`config.mk`:
```
export PLATFORM = sky130hd
export DESIGN_NAME = z80_bus_cycle_seq
export DESIGN_NICKNAME = d
export VERILOG_FILES = /design/src/rtl/z80_pkg.sv /design/src/rtl/z80_bus_cycle_seq.sv
export SDC_FILE = /design/constraint.sdc
export NUM_CORES = 1
export LEC_CHECK = 0
export ABC_CLOCK_PERIOD_IN_PS = 3700
export BUFFER_PORTS_ARGS = -buffer_cell sky130_fd_sc_hd__buf_4
export CAP_MARGIN = 10
export CORE_MARGIN = 5
export CORE_UTILIZATION = 55
export CTS_BUF_LIST = sky130_fd_sc_hd__clkbuf_4
export DETAILED_ROUTE_END_ITERATION = 12
export PLACE_DENSITY = 0.84
export SYNTH_ARGS = -nofsm -noshare
export SYNTH_HDL_FRONTEND = slang
export SYNTH_SLANG_ARGS = --single-unit
```
`constraint.sdc`:
```
create_clock -name clk -period 3.7 [get_ports clk]
set_input_delay 0.185 -clock clk [delete_from_list [all_inputs] [get_ports clk]]
set_output_delay 0.185 -clock clk [all_outputs]
set_load 0.03 [all_outputs]
```
`src/rtl/z80_pkg.sv`:
```
// Shared types for the Z80 bus-cycle sequencer:
// machine-cycle kinds, T-state encoding and the default I/O wait count.
package z80_pkg;

    typedef enum logic [2:0] {
        FETCH  = 3'd0,
        MEM_RD = 3'd1,
        MEM_WR = 3'd2,
        IO_RD  = 3'd3,
        IO_WR  = 3'd4
    } cycle_t;

    typedef enum logic [2:0] {
        IDLE   = 3'd0,
        T1     = 3'd1,
        T2     = 3'd2,
        TW     = 3'd3,
        T3     = 3'd4,
        T4     = 3'd5,
        BUSGNT = 3'd6
    } tstate_t;

    localparam int unsigned IO_AUTO_WAIT_DEF = 1;

    // Unknown request codes run as a plain memory read.
    function automatic cycle_t decode_type(input logic [2:0] t);
        case (t)
            3'd0:    return FETCH;
            3'd2:    return MEM_WR;
            3'd3:    return IO_RD;
            3'd4:    return IO_WR;
            default: return MEM_RD;
        endcase
    endfunction

endpackage

```
`src/rtl/z80_bus_cycle_seq.sv`:
```
// Z80 M-cycle sequencer: turns one request into T-state-accurate
// pin strobes, honours WAIT_L and hands the bus over on BUSREQ_L.
module z80_bus_cycle_seq
    import z80_pkg::*;
#(
    parameter int unsigned IO_AUTO_WAIT = IO_AUTO_WAIT_DEF
) (
    input  logic        clk,
    input  logic        rst,
    input  logic        req,
    input  logic [2:0]  req_type,
    input  logic [15:0] req_addr,
    input  logic [7:0]  req_wdata,
    input  logic [15:0] rfsh_addr,
    output logic        ready,
    output logic        done,
    output logic [7:0]  rd_data,
    input  logic [7:0]  data_in,
    output logic [15:0] addr_out,
    output logic        addr_oe,
    output logic [7:0]  data_out,
    output logic        data_oe,
    output logic        M1_L,
    output logic        MREQ_L,
    output logic        IORQ_L,
    output logic        RD_L,
    output logic        WR_L,
    output logic        RFSH_L,
    input  logic        WAIT_L,
    input  logic        BUSREQ_L,
    output logic        BUSACK_L
);

    localparam logic [1:0] AUTO_W = 2'(IO_AUTO_WAIT);

    tstate_t     state, ns;
    cycle_t      cyc, n_cyc;
    logic [15:0] addr_q, n_addr;
    logic [7:0]  wdata_q, n_wdata;
    logic [1:0]  wcnt, n_wcnt;
    logic        is_io, final_st;

    logic        o_m1, o_mreq, o_iorq, o_rd, o_wr, o_rfsh;
    logic        o_aoe, o_doe, o_done, o_ready, o_busack, o_cap;
    logic        act, mid, strb;
    logic [15:0] o_addr;
    logic [7:0]  o_data;

    // Next T-state, forced-wait count and request latch.
    always_comb begin
        ns       = state;
        n_cyc    = cyc;
        n_addr   = addr_q;
        n_wdata  = wdata_q;
        n_wcnt   = wcnt;
        is_io    = (cyc == IO_RD) || (cyc == IO_WR);
        final_st = (state == IDLE) || (state == T4) ||
                   (state == T3 && cyc != FETCH);
        unique case (state)
            T1: ns = T2;
            T2: begin
                if (is_io && AUTO_W != 2'd0) begin
                    ns     = TW;
                    n_wcnt = AUTO_W - 2'd1;
                end else if (!WAIT_L) begin
                    ns = TW;
                end else begin
                    ns = T3;
                end
            end
            TW: begin
                if (wcnt != 2'd0) begin
                    n_wcnt = wcnt - 2'd1;
                end else if (WAIT_L) begin
                    ns = T3;
                end
            end
            T3:      if (cyc == FETCH) ns = T4;
            BUSGNT:  if (BUSREQ_L) ns = IDLE;
            default: ;
        endcase
        if (final_st) begin
            if (!BUSREQ_L) begin
                ns = BUSGNT;
            end else if (req) begin
                ns      = T1;
                n_cyc   = decode_type(req_type);
                n_addr  = req_addr;
                n_wdata = req_wdata;
            end else begin
                ns = IDLE;
            end
        end
    end

    // Pin values for the T-state being entered.
    always_comb begin
        act      = (ns == T1) || (ns == T2) || (ns == TW) ||
                   (ns == T3) || (ns == T4);
        mid      = (ns == T1) || (ns == T2) || (ns == TW);
        strb     = (ns == T2) || (ns == TW) || (ns == T3);
        o_m1     = 1'b1;
        o_mreq   = 1'b1;
        o_iorq   = 1'b1;
        o_rd     = 1'b1;
        o_wr     = 1'b1;
        o_rfsh   = 1'b1;
        o_doe    = 1'b0;
        o_aoe    = act;
        o_addr   = addr_out;
        o_data   = data_out;
        o_cap    = 1'b0;
        o_done   = (ns == T3);
        if (act) o_addr = n_addr;
        unique case (n_cyc)
            FETCH: begin
                o_done = (ns == T4);
                o_cap  = (ns == T3);
                if (mid) begin
                    o_m1   = 1'b0;
                    o_mreq = 1'b0;
                    o_rd   = 1'b0;
                end
                if (ns == T3) o_mreq = 1'b0;
                if (ns == T3 || ns == T4) begin
                    o_rfsh = 1'b0;
                    o_addr = rfsh_addr;
                end
            end
            MEM_WR: begin
                o_mreq = !act;
                o_wr   = !strb;
                o_doe  = act;
                if (act) o_data = n_wdata;
            end
            IO_RD: begin
                o_iorq = !strb;
                o_rd   = !strb;
                o_cap  = (ns == T3);
            end
            IO_WR: begin
                o_iorq = !strb;
                o_wr   = !strb;
                o_doe  = act;
                if (act) o_data = n_wdata;
            end
            default: begin
                o_mreq = !act;
                o_rd   = !act;
                o_cap  = (ns == T3);
            end
        endcase
        o_ready  = (ns == IDLE) || o_done;
        o_busack = (ns != BUSGNT);
    end

    // State, request latch and registered pin outputs.
    always_ff @(posedge clk or posedge rst) begin
        if (rst) begin
            state    <= IDLE;
            cyc      <= FETCH;
            addr_q   <= '0;
            wdata_q  <= '0;
            wcnt     <= '0;
            M1_L     <= 1'b1;
            MREQ_L   <= 1'b1;
            IORQ_L   <= 1'b1;
            RD_L     <= 1'b1;
            WR_L     <= 1'b1;
            RFSH_L   <= 1'b1;
            BUSACK_L <= 1'b1;
            addr_oe  <= 1'b0;
            data_oe  <= 1'b0;
            done     <= 1'b0;
            ready    <= 1'b1;
            rd_data  <= '0;
            addr_out <= '0;
            data_out <= '0;
        end else begin
            state    <= ns;
            cyc      <= n_cyc;
            addr_q   <= n_addr;
            wdata_q  <= n_wdata;
            wcnt     <= n_wcnt;
            M1_L     <= o_m1;
            MREQ_L   <= o_mreq;
            IORQ_L   <= o_iorq;
            RD_L     <= o_rd;
            WR_L     <= o_wr;
            RFSH_L   <= o_rfsh;
            BUSACK_L <= o_busack;
            addr_oe  <= o_aoe;
            data_oe  <= o_doe;
            done     <= o_done;
            ready    <= o_ready;
            addr_out <= o_addr;
            data_out <= o_data;
            if (o_cap) rd_data <= data_in;
        end
    end

endmodule

```
### Word level (Yosys, flattened, before mapping)

Index checks and enable logic that the tools add are counted.

* input port bits: 56
* output and inout port bits: 43
* word-level logic and storage cells: 106
* register bits after elaboration: 75

* muxes and demuxes: 38
* add/sub/neg operators: 1
* reductions and logical operators: 26
* equality and inequality tests: 22

Operator list (number)
* $mux W16: 6
* $mux W3: 11
* $eq A3 B2 Y1 const B: 9
* $eq A3 B3 Y1 const B: 8
* $mux W8: 3
* $logic_not A3 Y1: 5
* $pmux W3 S5: 1
* $pmux W3 S4: 1
* $logic_or A1 B1 Y1: 11
* $mux W1: 11
* $eq A3 B1 Y1 const B: 2
* $mux W2: 2
* $ne A2 B2 Y1 const B: 2
* $pmux W2 S2: 1
* $reduce_bool A2 Y1: 2
* $reduce_or A2 Y1: 2
* $ne A3 B3 Y1 const B: 1
* $pmux W1 S3: 1
* $reduce_and A3 Y1: 1
* $reduce_bool A3 Y1: 1
* $logic_not A1 Y1: 2
* $pmux W1 S2: 1
* $reduce_and A2 Y1: 1
* $sub A2 B1 Y2 const B: 1
* $logic_and A1 B1 Y1: 1

### Logic depth before layout (Yosys ltp)

* depth in word-level cells: 13
* depth in mapped cells: 11
* gate-level depth less buffers: 9

### Worst setup path before layout

OpenSTA, ideal clock, no wires.

* kind: register -> register
* start: reg cyc[1]
* end: reg data_out[0]
* data required time: 3.575 ns
* path slack: 1.292 ns
* clock period less this slack: 2.408 ns
* buffers on the path: 2
* cell stages (with the launch flop): 9
* arrival time: 2.283 ns
* library setup time: 0.125 ns
* cells stage by stage: dfrtp_1 buf_4 or3b_4 and3_4 a221oi_4 nor3_2 or3_1 buf_6 mux2_4

* word-level cells in the longest chain between the ends: 11
* elaborated cells between the ends (all ways): 28
* those cells by class: eq/ne: 9; mux: 8; reduce/logical: 11

RTL lines
* from (decl): RTL line z80_bus_cycle_seq.sv:37 `cycle_t cyc, n_cyc;`
* from (signal assigned): RTL line z80_bus_cycle_seq.sv:181 `cyc <= n_cyc;`
* $eq A3 B2 Y1 or $eq A3 B3 Y1 (tied branches): RTL line z80_bus_cycle_seq.sv:56 `is_io = (cyc == IO_RD) || (cyc == IO_WR);`
* $logic_or A1 B1 Y1: RTL line z80_bus_cycle_seq.sv:56
* $mux W3: RTL line z80_bus_cycle_seq.sv:62 `if (is_io && AUTO_W != 2'd0) begin`
* $pmux W3 S5: RTL line z80_bus_cycle_seq.sv:59 `unique case (state)`
* $mux W3 (*): RTL line z80_bus_cycle_seq.sv:82 `if (final_st) begin`
* net ns[0]: RTL line z80_bus_cycle_seq.sv:36 `tstate_t state, ns;`
* $eq A3 B1 Y1 or $eq A3 B2 Y1 (tied branches): RTL line z80_bus_cycle_seq.sv:98 `act = (ns == T1) || (ns == T2) || (ns == TW) ||`
* $logic_or A1 B1 Y1 (3 in series): RTL line z80_bus_cycle_seq.sv:98
* $logic_or A1 B1 Y1 (*): RTL line z80_bus_cycle_seq.sv:99 `(ns == T3) || (ns == T4);`
* $reduce_and A2 Y1 (no source line) (*)
* to (signal assigned): RTL line z80_bus_cycle_seq.sv:197 `data_out <= o_data;`
* to (decl): RTL line z80_bus_cycle_seq.sv:21 `output logic [7:0] data_out,`

The timed path passes the listed nets; every way through them passes the cells marked *.
A chain may end at the register's enable or synchronous reset.

### Final worst setup path

* start: reg state[2]
* end: reg data_out[0]

* word-level cells in the longest chain between the ends: 10
* elaborated cells between the ends (all ways): 31
* those cells by class: eq/ne: 13; mux: 8; reduce/logical: 10

RTL lines
* from (decl): RTL line z80_bus_cycle_seq.sv:36
* from (signal assigned): RTL line z80_bus_cycle_seq.sv:180 `state <= ns;`
* $mux W3 (tied with other cells): RTL line z80_bus_cycle_seq.sv:74 `end else if (WAIT_L) begin`
* $mux W3 (tied with other cells): RTL line z80_bus_cycle_seq.sv:72 `if (wcnt != 2'd0) begin`
* $pmux W3 S5 or $logic_or A1 B1 Y1 (tied branches): RTL line z80_bus_cycle_seq.sv:59, z80_bus_cycle_seq.sv:57
* $mux W3 (*): RTL line z80_bus_cycle_seq.sv:82
* net ns[2]: RTL line z80_bus_cycle_seq.sv:36
* $eq A3 B1 Y1 or $eq A3 B2 Y1 (tied branches): RTL line z80_bus_cycle_seq.sv:98
* $logic_or A1 B1 Y1 (3 in series): RTL line z80_bus_cycle_seq.sv:98
* $logic_or A1 B1 Y1 (*): RTL line z80_bus_cycle_seq.sv:99
* $reduce_and A2 Y1 (no source line) (*)

Marked as above.

==> impl_metrics.json <==
{
  "start_util": 0.574,
  "async_reset_ff_frac": 1.00,
  "cpPeakStageDelay_ps": 580,
  "finalSetupViolCount": 0,
  "period_share": 0.775,
  "vias_per_cell": 5.47,
  "syn_inst": 316,
  "drive_gt1_frac": 0.333,
  "grt_max_degree": 54,
  "clock_sinks": 75,
  "critPathSlowestCell": "or3_1",
  "crit_type": "flop to flop",
  "final_nets": 497,
  "clk_path_buf_depth": 2,
  "p_sw_mw": 1.82,
  "cts_root_buf": "clkbuf_4",
  "synth.avg_cell_area_um2": 10.9,
  "fmax_mhz": 349,
  "ys_top_cells_by_area": "dfrtp_1 49%, dfstp_2 6.1%, mux2i_1 5.0%, inv_1 4.5%, o221ai_1 4.1%",
  "worstReg2RegEnd": "data_out[0]",
  "hold_start": "req_addr[11]",
  "r2r-start": "state[2]",
  "hp-class": "input pin to flop",
  "p_int_mw": 2.39,
  "p_seq_frac": 0.344,
  "wl_per_cell_um": 16.7,
  "pwr-share-clk": 0.129,
  "ctsHoldBuffers": 22,
  "total_power_mw": 4.21,
  "cap_violations": 0,
  "rows": 28,
  "drc": 0,
  "die_y_um": 89.0,
  "hold_end": "addr_q[11]",
  "r2r_setup_slack_ps": 830,
  "ys_seq_area_frac": 0.549,
  "grt_pass1_wl_um": 13700,
  "netlist.area_leader.share": 0.488,
  "die_width_um": 89.0,
  "synth_nets": 373,
  "track_usage": 0.225,
  "grt_pass1_vias": 2876,
  "clk_pin_slew_ps": 110,
  "io_buffers": 98,
  "ys_seq_elements": 75,
  "cp.buffers_inverters": 1,
  "worst_slew_pin_slew_ps": 692,
  "crit_family": "simple AND/OR/NAND/NOR gates",
  "rsz0062_at_grt": "false",
  "min_period_ps": 2870,
  "ys_dominant_reg_cell": "dfrtp_1",
  "hold_viol": 0,
  "hold_depth": 3,
  "dpl.hpwl_um": 5690,
  "ff2ff_path_depth": 7,
  "ant_nets": 0,
  "htree_num_levels": 3,
  "slew_headroom": 0.539,
  "fin_setup_tns_ps": 0,
  "clk_latency_ps": 410,
  "crit_fanout": 13,
  "area_growth_pct": 35.5,
  "synth_top_cells_by_count": "67 x dfrtp_1, 41 x inv_1, 36 x nand2_1",
  "crit_arrival_ps": 3160,
  "num_vias": 2842,
  "cp.depth": 7,
  "wl_um": 8660,
  "syn-cell-area_mm2": 0.00344,
  "critPathLaunch": "state[2]",
  "status": "complete, no violations",
  "synth-warning-count": 0,
  "cts_buffers": 9,
  "p_leak_nw": 2.29,
  "power.density_mw_per_mm2": 903,
  "core_mm2": 0.00599,
  "yosysMostFrequentCell": "dfrtp_1",
  "place_congestion": 0.929,
  "crit_required_ps": 3990,
  "grt_overflow": 0,
  "irDropWorstVdd_uv": 548,
  "drv_slew": 0,
  "path_cells": "nor2b_1, a211oi_1, a32o_2, inv_2, and2_1, or3_1, mux2_4",
  "fin_worst_skew_ps": 8.65,
  "postCtsSetupBuffers": 0,
  "ctsResizeCount": 0,
  "crit_path_start_kind": "flop",
  "io_pins": 99,
  "synth_top_area_cell": "dfrtp_1",
  "drt_first_pass_iters": 5,
  "initialDrtViolationCount": 166,
  "p_comb_frac": 0.526,
  "antenna_found_initial": 0,
  "n_antenna_cell": 0,
  "die_area_mm2": 0.00793,
  "swShare": 0.433,
  "endpoint_kind": "flop",
  "cts_tree": "done",
  "synthDistinctLibCells": 51,
  "synth_edf_count": 0
}
cell families after synthesis:
logic type | share of synthesized area
AND/OR/NAND/NOR | 0.129
multiplexers | 0.111
flip-flops | 0.549
buffers and inverters | 0.0732
XOR/XNOR | 0.00255
AO/OA/AOI/OAI | 0.131
adder cells (fa/ha/maj) | 0.00364
worst max-delay path by stage:
stage	endpoint	slack (ps)
floorplan	data_out[0]	1290
global placement	rd_data[2]	990
detailed placement	data_out[2]	900
CTS	data_out[5]	880
global route	addr_out[2]	680
finish	data_out[0]	830
power by group through the flow:
stage	registers, mW	clock network, mW	logic [mW]
2_1_floorplan	1.76	0	1.20
3_3_place_gp	1.44	0	2.11
3_5_place_dp	1.45	0	2.17
4_1_cts	1.44	0.558	2.19
5_1_grt	1.49	0.602	2.39
6_report	1.45	0.544	2.21
layer usage:
metal | global-route usage | vias up | share of wire
met5 | 0 | - | 0
met4 | 0.0663 | 0 | 0.016
met2 | 0.363 | 105 | 0.52
met3 | 0.0774 | 14 | 0.065
li1 | - | 1340 | -
met1 | 0.290 | 1383 | 0.40
final cells by class:
cell class | instances | area [µm²]
clock buffer | 10 | 75.1
inverter | 42 | 158
tap | 75 | 93.8
timing repair buffer | 131 | 1050
sequential | 75 | 1890
clock inverter | 6 | 80.1
fill | 370 | 1330
multi-input combinational | 181 | 1310
metrics by stage:
step	std cells	hold WS (ps)	cell area, µm²	setup WS, ps	utilization
2_1_floorplan	316	310	3440	1290	-
3_3_place_gp	476	238	4220	993	0.705
3_5_place_dp	476	242	4220	902	0.705
4_1_cts	514	0.927	4600	881	0.767
5_1_grt	520	1.47	4660	677	0.777
6_report	520	25.4	4660	832	0.777
worst reg2reg max path, cell delays in order, from the launching register on:
cell and delay (ps):
dfrtp_1 530, nor2b_1 270, a211oi_1 520, a32o_2 240, inv_2 60, and2_1 170
or3_1 580, mux2_4 400
cell usage in the layout (no fill, tap or decap), types with 2 or more instances in the layout:
cell type,synthesis,layout
o21ai_0,24,24
nor3_2,2,2
nor2b_1,4,4
mux2_2,6,6
a211o_1,2,2
nand3b_1,2,2
nand3_1,4,4
clkinv_1,0,3
buf_4,3,103
a211oi_1,2,2
nor3_1,4,4
nand2_1,36,36
dfrtp_1,67,67
dlygate4sd3_1,0,28
inv_2,1,2
o221ai_1,16,16
a31oi_1,3,3
a21oi_1,4,4
mux2_4,8,8
nor4_1,2,2
dfstp_2,8,8
bufinv_16,0,2
or3_1,2,2
o32ai_1,2,2
clkbuf_4,0,10
inv_1,41,40
nand2b_1,10,10
mux2i_1,17,17
nor2_1,7,7
mux2_1,2,2
registers in the layout, summed over array words and instances (netlist names), 2 cells and up:
| register | cells |
|---|---|
| addr_out | 16 |
| addr_q | 16 |
| cyc | 3 |
| data_out | 8 |
| rd_data | 8 |
| state | 3 |
| wcnt | 2 |
| wdata_q | 8 |
(Power assumes the default switching activity.)
